`src/rtl/key_filter_if.sv`:
```
// Key bus between the board-facing key pins and the key_filter outputs.
interface key_filter_if #(
    parameter int unsigned KEY_W = 2
);
    logic [KEY_W-1:0] key;
    logic [KEY_W-1:0] key_level;
    logic [KEY_W-1:0] key_press;
    logic [KEY_W-1:0] key_long;

    modport master (output key, input key_level, input key_press, input key_long);
    modport slave  (input key, output key_level, output key_press, output key_long);
endinterface

```
`src/rtl/key_filter.sv`:
```
// Per-key synchroniser, debouncer and short/long press classifier for active-low keys.
// Optional macro KEY_LONG_EN compiles in long-press detection; undefined ties key_long to 0.
module key_filter #(
    parameter int unsigned CNT_MAX  = 1_000_000,
    parameter int unsigned LONG_MAX = 50_000_000,
    parameter int unsigned KEY_W    = 2
) (
    input  logic        sys_clk,
    input  logic        sys_rst,
    key_filter_if.slave kif
);
    localparam int unsigned DEB_W = $clog2(CNT_MAX + 1);

    typedef enum logic [1:0] {
        IDLE,
        DEB_DOWN,
        HELD,
        DEB_UP
    } state_e;

    // Counter compares below assume at least two debounce samples and a non-zero hold time.
    if (CNT_MAX < 2 || LONG_MAX < 1) begin : g_bad_param
        $error("key_filter: CNT_MAX must be >= 2 and LONG_MAX >= 1");
    end

    for (genvar g = 0; g < int'(KEY_W); g++) begin : g_key
        logic             sync1_q;
        logic             sync2_q;
        state_e           state_q;
        logic [DEB_W-1:0] deb_cnt_q;
        logic             level_q;
        logic             press_q;
        logic             long_q;
        logic             deb_last;
        logic             release_press;

        assign deb_last = (deb_cnt_q == DEB_W'(CNT_MAX - 1));

`ifdef KEY_LONG_EN
        localparam int unsigned HOLD_W = $clog2(LONG_MAX + 1);

        logic [HOLD_W-1:0] hold_cnt_q;
        logic              long_flag_q;
        logic              long_hit;

        // A long event firing on the release edge itself still suppresses the short press.
        assign long_hit      = (hold_cnt_q == HOLD_W'(LONG_MAX - 1)) && !long_flag_q;
        assign release_press = !(long_flag_q || long_hit);
`else
        assign release_press = 1'b1;
`endif

        always_ff @(posedge sys_clk) begin
            if (sys_rst) begin
                sync1_q     <= 1'b1;
                sync2_q     <= 1'b1;
                state_q     <= IDLE;
                deb_cnt_q   <= '0;
                level_q     <= 1'b0;
                press_q     <= 1'b0;
                long_q      <= 1'b0;
`ifdef KEY_LONG_EN
                hold_cnt_q  <= '0;
                long_flag_q <= 1'b0;
`endif
            end else begin
                sync1_q <= kif.key[g];
                sync2_q <= sync1_q;
                press_q <= 1'b0;
                long_q  <= 1'b0;

`ifdef KEY_LONG_EN
                // Hold time keeps running through the release debounce window.
                if (state_q == HELD || state_q == DEB_UP) begin
                    if (hold_cnt_q != HOLD_W'(LONG_MAX)) begin
                        hold_cnt_q <= hold_cnt_q + HOLD_W'(1);
                    end
                    if (long_hit) begin
                        long_q      <= 1'b1;
                        long_flag_q <= 1'b1;
                    end
                end
`endif

                case (state_q)
                    IDLE: begin
                        if (!sync2_q) begin
                            state_q   <= DEB_DOWN;
                            deb_cnt_q <= DEB_W'(1);
                        end
                    end
                    DEB_DOWN: begin
                        if (sync2_q) begin
                            state_q   <= IDLE;
                            deb_cnt_q <= '0;
                        end else if (deb_last) begin
                            state_q     <= HELD;
                            deb_cnt_q   <= '0;
                            level_q     <= 1'b1;
`ifdef KEY_LONG_EN
                            hold_cnt_q  <= '0;
                            long_flag_q <= 1'b0;
`endif
                        end else begin
                            deb_cnt_q <= deb_cnt_q + DEB_W'(1);
                        end
                    end
                    HELD: begin
                        if (sync2_q) begin
                            state_q   <= DEB_UP;
                            deb_cnt_q <= DEB_W'(1);
                        end
                    end
                    DEB_UP: begin
                        if (!sync2_q) begin
                            state_q   <= HELD;
                            deb_cnt_q <= '0;
                        end else if (deb_last) begin
                            state_q   <= IDLE;
                            deb_cnt_q <= '0;
                            level_q   <= 1'b0;
                            press_q   <= release_press;
                        end else begin
                            deb_cnt_q <= deb_cnt_q + DEB_W'(1);
                        end
                    end
                    default: state_q <= IDLE;
                endcase
            end
        end

        assign kif.key_level[g] = level_q;
        assign kif.key_press[g] = press_q;
        assign kif.key_long[g]  = long_q;
    end
endmodule

```
`src/flat_wrapper.sv`:
```
// flat-port wrapper written by rule: the top's interface ports become plain ports
module key_filter_flat 
#(
    parameter int unsigned CNT_MAX  = 1_000_000,
    parameter int unsigned LONG_MAX = 50_000_000,
    parameter int unsigned KEY_W    = 2
)
  (sys_clk, sys_rst, kif_key, kif_key_level, kif_key_press, kif_key_long);
  key_filter_if #(.KEY_W(KEY_W)) kif_i ();
  input  logic sys_clk;
  input  logic sys_rst;
  input wire logic [$bits(kif_i.key)-1:0] kif_key;
  output wire logic [$bits(kif_i.key_level)-1:0] kif_key_level;
  output wire logic [$bits(kif_i.key_press)-1:0] kif_key_press;
  output wire logic [$bits(kif_i.key_long)-1:0] kif_key_long;
  assign kif_i.key = kif_key;
  assign kif_key_level = kif_i.key_level;
  assign kif_key_press = kif_i.key_press;
  assign kif_key_long = kif_i.key_long;
  key_filter #(.CNT_MAX(CNT_MAX), .LONG_MAX(LONG_MAX), .KEY_W(KEY_W)) u_core (.sys_clk(sys_clk), .sys_rst(sys_rst), .kif(kif_i));
endmodule
```
`config.mk`:
```
export PLATFORM = sky130hd
export DESIGN_NAME = key_filter_flat
export DESIGN_NICKNAME = d
export VERILOG_FILES = /design/src/rtl/key_filter_if.sv /design/src/rtl/key_filter.sv /design/src/flat_wrapper.sv
export SDC_FILE = /design/constraint.sdc
export NUM_CORES = 1
export LEC_CHECK = 0
export BUFFER_PORTS_ARGS = -buffer_cell sky130_fd_sc_hd__buf_2
export CAP_MARGIN = 40
export CORE_MARGIN = 2
export CORE_UTILIZATION = 30
export DETAILED_ROUTE_END_ITERATION = 7
export GPL_TIMING_DRIVEN = 0
export PLACE_DENSITY_LB_ADDON = 0.1
export SLEW_MARGIN = 20
export SYNTH_ARGS = -nofsm -noshare
export SYNTH_HDL_FRONTEND = slang
export SYNTH_SLANG_ARGS = --single-unit
export TNS_END_PERCENT = 1
```
`constraint.sdc`:
```
create_clock -name sys_clk -period 3.9 [get_ports sys_clk]
set_clock_uncertainty 0.1 [all_clocks]
set_input_delay 0.195 -clock sys_clk [delete_from_list [all_inputs] [get_ports sys_clk]]
set_output_delay 0.195 -clock sys_clk [all_outputs]
set_load 0.01 [all_outputs]
```
Word-level counts from Yosys, hierarchy flattened

Cells that the tools add are included.

Reductions and logical operators: 12
Muxes and demuxes: 38
Bitwise logic cells: 4
Eq/ne operators: 24
Add/sub/neg operators: 2

Operators with widths:

| kind                    | count |
|---|---|
| $mux W20                | 10 |
| $pmux W20 S4            | 2 |
| $add A20 B1 Y20 const B | 2 |
| $eq A20 B20 Y1 const B  | 2 |
| $mux W2                 | 12 |
| $ne A2 B1 Y1 const B    | 8 |
| $pmux W2 S4             | 2 |
| $mux W1                 | 10 |
| $reduce_and A5 Y1       | 2 |
| $eq A2 B2 Y1 const B    | 4 |
| $ne A2 B2 Y1 const B    | 4 |
| $reduce_and A4 Y1       | 2 |
| $ne A3 B1 Y1 const B    | 2 |
| $ne A3 B3 Y1 const B    | 2 |
| $reduce_or A3 Y1        | 2 |
| $eq A2 B1 Y1 const B    | 2 |
| $logic_not A2 Y1        | 2 |
| $not A1 Y1              | 4 |
| $pmux W1 S2             | 2 |
| $reduce_and A2 Y1       | 2 |
| $reduce_bool A2 Y1      | 2 |

Word-level logic and storage cells: 92
Register bits after elaboration: 52
Input bits: 4
Output and inout port bits: 6

Longest topological paths before layout

Gate-level depths: netlist of the first run.

Depth after elaboration: 4
Gate-level depth with buffers: 8
Mapped depth without buffers: 6

Least setup slack after synthesis of the first run

OpenSTA, ideal clock, no wires.

Kind: flip-flop to flip-flop
Start: reg u_core.g_key[0].deb_cnt_q[0]
End: reg u_core.g_key[0].deb_cnt_q[14]
Arrival time: 1.741 ns
Stages on the path, launching flop included: 7
Buffers on the path: 0
Setup time: 0.074 ns
Period minus slack after synthesis: 1.916 ns
Required time: 3.726 ns
Setup slack: 1.984 ns
Cell sequence: dfxtp_1 > ha_1 > nand3_4 > nor4_4 > nand3_2 > or3b_1 > a31oi_1

Cells in the longest elaborated chain, start to end: 4
Elaborated cells between the ends (all ways): 6
Those cells by class: add/sub: 1; eq/ne: 1; mux: 4

RTL lines:

| item                                                     | line                                                   | text |
|---|---|---|
| from (decl)                                              | key_filter.sv:30                                       | `logic [DEB_W-1:0] deb_cnt_q;` |
| from (signal assigned)                                   | key_filter.sv:105                                      | `deb_cnt_q <= deb_cnt_q + DEB_W'(1);` |
| from (signal assigned)                                   | key_filter.sv:124                                      | `deb_cnt_q <= deb_cnt_q + DEB_W'(1);` |
| $add A20 B1 Y20 / $eq A20 B20 Y1 (equally long branches) | key_filter.sv:105, key_filter.sv:124, key_filter.sv:37 |  |
| $mux W20 (*)                                             | key_filter.sv:96, key_filter.sv:118                    |  |
| $mux W20 (on tied branches)                              | key_filter.sv:115, key_filter.sv:93                    |  |
| $pmux W20 S4 (*)                                         | key_filter.sv:85                                       | `case (state_q)` |

Mark *: on every way between the ends. The rest lies on a longest branch, timed or not.
A chain may end at the register's enable or synchronous reset.

Final worst setup path of the first run

Start: reg u_core.g_key[1].deb_cnt_q[0]
End: reg u_core.g_key[1].deb_cnt_q[9]

Cells in the longest elaborated chain, start to end: 4
Elaborated cells between the ends (all ways): 6
Those cells by class: add/sub: 1; eq/ne: 1; mux: 4

RTL lines:

| item                                                     | line |
|---|---|
| from (decl)                                              | key_filter.sv:30 |
| from (signal assigned)                                   | key_filter.sv:105 |
| from (signal assigned)                                   | key_filter.sv:124 |
| $add A20 B1 Y20 / $eq A20 B20 Y1 (equally long branches) | key_filter.sv:105, key_filter.sv:124, key_filter.sv:37 |
| $mux W20 (*)                                             | key_filter.sv:96, key_filter.sv:118 |
| $mux W20 (on tied branches)                              | key_filter.sv:115, key_filter.sv:93 |
| $pmux W20 S4 (*)                                         | key_filter.sv:85 |

Marks and branches as above.

==> reports/metrics.yaml, run 1 <==
detailed_routing:
  first_pass_iters: 4
  wire_per_inst_um: 13.30
  drtIter0Drc: 61
  via_per_inst: 5.143
  finalWirelength_mm: 5.785
  vias: 2237
  drcViolationCount: 0
  ant_nets: 0
clocking:
  cts_buffers: 5
  insertion_delay_ps: 300
  ctsHoldBuffers: 2
  clock-sinks: 52
  htree_num_levels: 2
  cts_tree: "done"
  clkTransAtPathRegs_ps: 100
  cts_resized: 0
  root_buffer: "clkbuf_8"
  post-cts-setup-buffers: 0
  clk_path_buf_depth: 2
synthesis:
  synth_top_family_by_area: "simple AND/OR/NAND/NOR gates"
  synth-xor-area-share: 0.02377
  synth_warnings: 0
  synthCells: 311
  ys.flop_type: "dfxtp_1"
  synthSimpleGateAreaFrac: 0.2916
  yosys.area_share.adder: 0.009704
  synth_area_um2: 2579
  synth-seq-cells: 52
  synthDistinctLibCells: 54
  yosys-mux-area-fraction: 0.01553
  synth_edf_count: 0
  synth_top_area_frac: 0.4037
  synth.largest_area_cell: "dfxtp_1"
  async_reset_ff_frac: 0
  ys_seq_area_frac: 0.4037
  synth-compound-area-share: 0.2023
  synth_area_leaders: "dfxtp_1 40%, nand2_1 5.4%, a31oi_1 4.4%, o21ai_0 4.1%, a21oi_1 3.7%"
  syn_avg_cell_area_um2: 8.292
pwr:
  ir_worst_vdd_v: 0.0001383
  comb_power_share: 0.060
  clockPowerShare: 0.344
  switchingPower_mw: 0.2284
  p_leak_nw: 0.9655
  seq_power_share: 0.596
  switching_share: 0.2488
  internal_power_mw: 0.6897
  p_per_area_nw_per_um2: 320.6
timing:
  setup_violations: 0
  fin_ws_ps: 1659
  rsz0062_at_grt: "false"
  maxSlewHeadroom: 0.4516
  maxSlewViolCount: 0
  fmax_ghz: 0.4463
  hold_slack_ps: 279.6
  period_minus_slack_ps: 2241
  hold_viol_final: 0
  period_share: 0.5746
  max_slew.worst_pin.slew_ps: 815.1
  setup_tns_ps: 0
setup_path:
  arrival_ps: 2380
  required_ps: 4040
  setup.worst_path.class: "reg -> reg"
  r2r_slack_ps: 1660
  worstSetupStartpointType: "register"
  cpPeakStageDelay_ps: 400
  cp-end-kind: "register"
  cp-startpoint: "u_core.g_key[1].deb_cnt_q[0]"
  crit_chain: "ha_1 > nand4_1 > and4bb_2 > a21oi_2 > buf_2 > o21ai_0 > a31oi_1"
  critPathMaxFanout: 10
  worstReg2RegStart: "u_core.g_key[1].deb_cnt_q[0]"
  slowest_stage: "a21oi_2"
final_layout:
  most-common-layout-cells: "52 x dfxtp_1, 37 x nand2_1, 21 x o21ai_0, 19 x a21oi_1"
  final_nets: 335
  diodes: 0
  multi_input_area_um2: 1408
  ff_latch_area_um2: 1041
  drive_gt1_frac: 0.1182
  fillers: 883
  areaGrowthSynthToFinish_pct: 11.06
  layout_commonest_cell: "dfxtp_1"
placed_design:
  numPortBuffers: 7
  place_congestion: 0.7505
  dp_hpwl_mm: 4.097
  place_ws_ps: 1698
outcome:
  status: "complete, no violations"
grt:
  grt_max_degree: 18
  grt_overflow_total: 0
  grt_pass1_vias: 2150
  grt_pass1_wl_mm: 10.16
  track_usage: 0.1282
  grt_antenna_before_repair: 0
die:
  start_util: 0.3123
  io_pins: 10
  fp-row-count: 33
  dieHeight_um: 96.72
  die_x_um: 96.72
  core_area_um2: 8258
  die_area_um2: 9354
min_path:
  hp-start: "sys_rst"
  min_path_type: "in -> reg"
flow_run:
  drv_cap: 0
## cell usage after synthesis, drive strengths merged (2+ instances only)
| cell type | instances |
|---|---|
| nand4 | 7 |
| a211oi | 4 |
| o21ai | 21 |
| nor3 | 9 |
| and4 | 3 |
| o21a | 2 |
| a31oi | 18 |
| nor4 | 6 |
| inv | 11 |
| xor2 | 2 |
| mux2i | 4 |
| a41oi | 2 |
| or2 | 5 |
| dfxtp | 52 |
| o311ai | 2 |
| and3 | 5 |
| clkbuf | 5 |
| buf | 12 |
| nand3b | 2 |
| nand2b | 4 |
| xnor2 | 5 |
| and2 | 3 |
| nor2 | 16 |
| ha | 2 |
| a21oi | 20 |
| nand2 | 37 |
| a21o | 3 |
| nand3 | 21 |
| nor4b | 2 |
| a21boi | 3 |
| or3 | 6 |
## power by group through the flow
stage	Combinational, mW	Sequential (mW)	Clock [mW]
after floorplan	0.0386	0.557	0
after detailed placement	0.0533	0.559	0
final	0.0551	0.547	0.316
after global placement	0.0525	0.559	0
after CTS	0.0551	0.547	0.335
after global routing	0.0618	0.549	0.356
## stage by stage
stage / instances / area, µm² / utilization / power [mW]
after CTS: 435 / 2864 / 0.3468 / 0.9372
final: 435 / 2864 / 0.3468 / 0.9181
after global placement: 424 / 2749 / 0.3329 / 0.6119
after floorplan: 312 / 2582 / - / 0.5958
after detailed placement: 425 / 2754 / 0.3335 / 0.6121
after global routing: 435 / 2864 / 0.3468 / 0.9663
## flip-flops by register name, summed over array words and instances (netlist names), named ones only
register                flops
u_core.g_key.deb_cnt_q     40
u_core.g_key.level_q        2
u_core.g_key.press_q        2
u_core.g_key.state_q        2
u_core.g_key.sync1_q        2
u_core.g_key.sync2_q        2
## path summary, 6_finish.rpt
path                                                      end  depth (start not counted)
worst min-delay path            u_core.g_key[0].deb_cnt_q[12]                          5
worst max register to register   u_core.g_key[1].deb_cnt_q[9]                          7
worst min register to register        u_core.g_key[1].sync2_q                          1
worst max-delay path             u_core.g_key[1].deb_cnt_q[9]                          7
## critical path: cells and delay by family, from the launching register on
kind	cells	cell delay (ps)
AOI/OAI and AO/OA	3	690
and+or+nand+nor	2	430
buffers and inverters	1	310
DFF	1	360
adders and majority gates	1	260
## layout make-up
| cell class | count | share of cell area |
|---|---|---|
| multi-input cells | 232 | 0.4915 |
| flip-flops and latches | 52 | 0.3635 |
| clock buffers | 5 | 0.02403 |
| plain buffers | 17 | 0.03233 |
| inverters | 11 | 0.01442 |
| well taps | 105 | 0.04587 |
| repair buffers | 10 | 0.02097 |
| clock inverters | 3 | 0.007427 |
## cells by family after synthesis
group	after synthesis
and+or+nand+nor	133
xor gates and xnor gates	7
other	1
DFF	52
buffers and inverters	28
muxes	4
AOI/OAI and AO/OA	84
adders and majority gates	2
## layer usage
layer / wire (µm) / global-route usage
met1: 3064 / 0.1795
met2: 2522 / 0.2014
met3: 157 / 0.02601
met4: 40 / 0.03359
met5: 0 / 0
No activity file was read; power rests on OpenSTA's default activity.
==> inputs of run 2 (changes only) <==
==> constraint.sdc (replaced) <==
create_clock -name sys_clk -period 2 [get_ports sys_clk]
set_clock_uncertainty 0.1 [all_clocks]
set_input_delay 0.1 -clock sys_clk [delete_from_list [all_inputs] [get_ports sys_clk]]
set_output_delay 0.1 -clock sys_clk [all_outputs]
set_load 0.01 [all_outputs]
==> reports/metrics.yaml, run 2 (synthesis results as in run 1) <==
outcome:
  status: "complete, no violations"
die:
  start_util: 0.3123
  core_area_um2: 8258
  dieHeight_um: 96.72
  io_pins: 10
  die_area_um2: 9354
  fp-row-count: 33
  die_x_um: 96.72
grt:
  grt_max_degree: 18
  track_usage: 0.1293
  grt_pass1_vias: 2172
  grt_pass1_wl_mm: 10.25
  grt_overflow_total: 0
  grt_antenna_before_repair: 0
timing:
  rsz0062_at_grt: "true"
  hold_slack_ps: 175.9
  maxSlewHeadroom: 0.6163
  period_minus_slack_ps: 1916
  maxSlewViolCount: 0
  max_slew.worst_pin.slew_ps: 571.2
  fmax_ghz: 0.5219
  hold_viol_final: 0
  setup_violations: 0
  period_share: 0.9581
  setup_tns_ps: 0
detailed_routing:
  drcViolationCount: 0
  vias: 2273
  first_pass_iters: 4
  wire_per_inst_um: 13.33
  ant_nets: 0
  drtIter0Drc: 65
  finalWirelength_mm: 5.918
  via_per_inst: 5.119
setup_path:
  cpPeakStageDelay_ps: 390
  setup.worst_path.class: "reg -> reg"
  r2r_end: "u_core.g_key[0].deb_cnt_q[18]"
  reg2reg_depth: 7
  cp-end-kind: "register"
  r2r_slack_ps: 80
  critPathMaxFanout: 10
  crit_family: "simple AND/OR/NAND/NOR gates"
  worstReg2RegStart: "u_core.g_key[0].deb_cnt_q[12]"
  arrival_ps: 2020
  worstSetupStartpointType: "register"
  required_ps: 2100
  slowest_stage: "dfxtp_4"
  critPathBufInv: 2
  crit_chain: "nor4b_2 > and4b_2 > a21oi_1 > buf_4 > buf_4 > a21oi_1 > mux2i_1"
final_layout:
  design_area_um2: 3090
  largest-register: "u_core.g_key.deb_cnt_q"
  areaGrowthSynthToFinish_pct: 19.84
  layout_commonest_cell: "dfxtp_1"
  diodes: 0
  final_util: 0.3742
  drive_gt1_frac: 0.2035
  largest_reg_flops: 40
  final_nets: 344
  most-common-layout-cells: "45 x dfxtp_1, 37 x nand2_1, 21 x o21ai_0, 19 x a21oi_1, 18 x a31oi_1"
pwr:
  p_per_area_nw_per_um2: 581.3
  p_leak_nw: 1.072
  ir_worst_vdd_v: 0.0002695
placed_design:
  numPortBuffers: 7
  dp_hpwl_mm: 4.097
  place_congestion: 0.7505
  placed_area_um2: 2754
min_path:
  hp-start: "sys_rst"
  holdPathStages: 5
  min_path_type: "in -> reg"
  hold-path-endpoint: "u_core.g_key[0].deb_cnt_q[12]"
clocking:
  htree_num_levels: 2
  cts_tree: "done"
  clkTransAtPathRegs_ps: 100
  clk_path_buf_depth: 2
  root_buffer: "clkbuf_8"
  cts_buffers: 5
  clock-sinks: 52
  insertion_delay_ps: 300
flow_run:
  drv_cap: 0
run 2: layer usage:
layer | vias to the layer above | wire length (µm) | track usage
met2 | 32 | 2635 | 0.2062
li1 | 1189 | - | -
met3 | 2 | 148 | 0.02601
met4 | 0 | 40 | 0.03359
met1 | 1050 | 3093 | 0.1787
met5 | - | 0 | 0
run 2: worst max path at each step:
stage	start	depth (start not counted)	slack, ps	endpoint
after floorplan	u_core.g_key[0].deb_cnt_q[0]	6	80	u_core.g_key[0].deb_cnt_q[14]
after global placement	u_core.g_key[1].deb_cnt_q[0]	7	-260	u_core.g_key[1].deb_cnt_q[7]
after detailed placement	u_core.g_key[1].deb_cnt_q[0]	7	-200	u_core.g_key[1].deb_cnt_q[7]
after CTS	u_core.g_key[0].deb_cnt_q[9]	5	-7	u_core.g_key[0].deb_cnt_q[14]
after global routing	u_core.g_key[1].deb_cnt_q[0]	7	-20	u_core.g_key[1].deb_cnt_q[7]
final	u_core.g_key[0].deb_cnt_q[12]	7	80	u_core.g_key[0].deb_cnt_q[18]
run 2: repair_timing:
action / in CTS / in global routing
resized for setup: 16 / 23
endpoints found under the hold margin: 2 / 0
setup endpoints to repair: 36 / 34
buffers inserted: 0 / 9
hold buffers: 2 / 0
pin swaps: 3 / 6
run 2: stage by stage:
stage / std cells / total power, mW / setup WS (ps)
after floorplan: 312 / 1.162 / 84.12
after global placement: 424 / 1.193 / -256.9
after detailed placement: 425 / 1.194 / -202.3
after CTS: 435 / 1.830 / -6.841
after global routing: 444 / 1.892 / -18.32
final: 444 / 1.797 / 83.84
run 2: where the power goes:
part | total (mW) | switching, mW | internal (mW) | leakage, nW
Clock | 0.617 | 0.368 | 0.249 | 0.0445
Sequential | 1.07 | 0.0166 | 1.05 | 0.424
Combinational | 0.113 | 0.0640 | 0.0493 | 0.603
Total | 1.80 | 0.448 | 1.35 | 1.07
run 2: worst register-to-register path: cells and delay by family, from the launching register on:
kind	cells	cell delay [ps]
AO/OA/AOI/OAI	2	260
flip-flops	1	390
multiplexers	1	80
buffers and inverters	2	370
AND/OR/NAND/NOR	2	620
run 2: final cells by class:
type	instances	area, µm²
fillers	864	5167
multi-input cells	232	1523
flip-flops and latches	52	1057
repair buffers	19	140.1
well taps	105	131.4
plain buffers	17	107.6
clock buffers	5	68.82
inverters	11	41.29
clock inverters	3	21.27
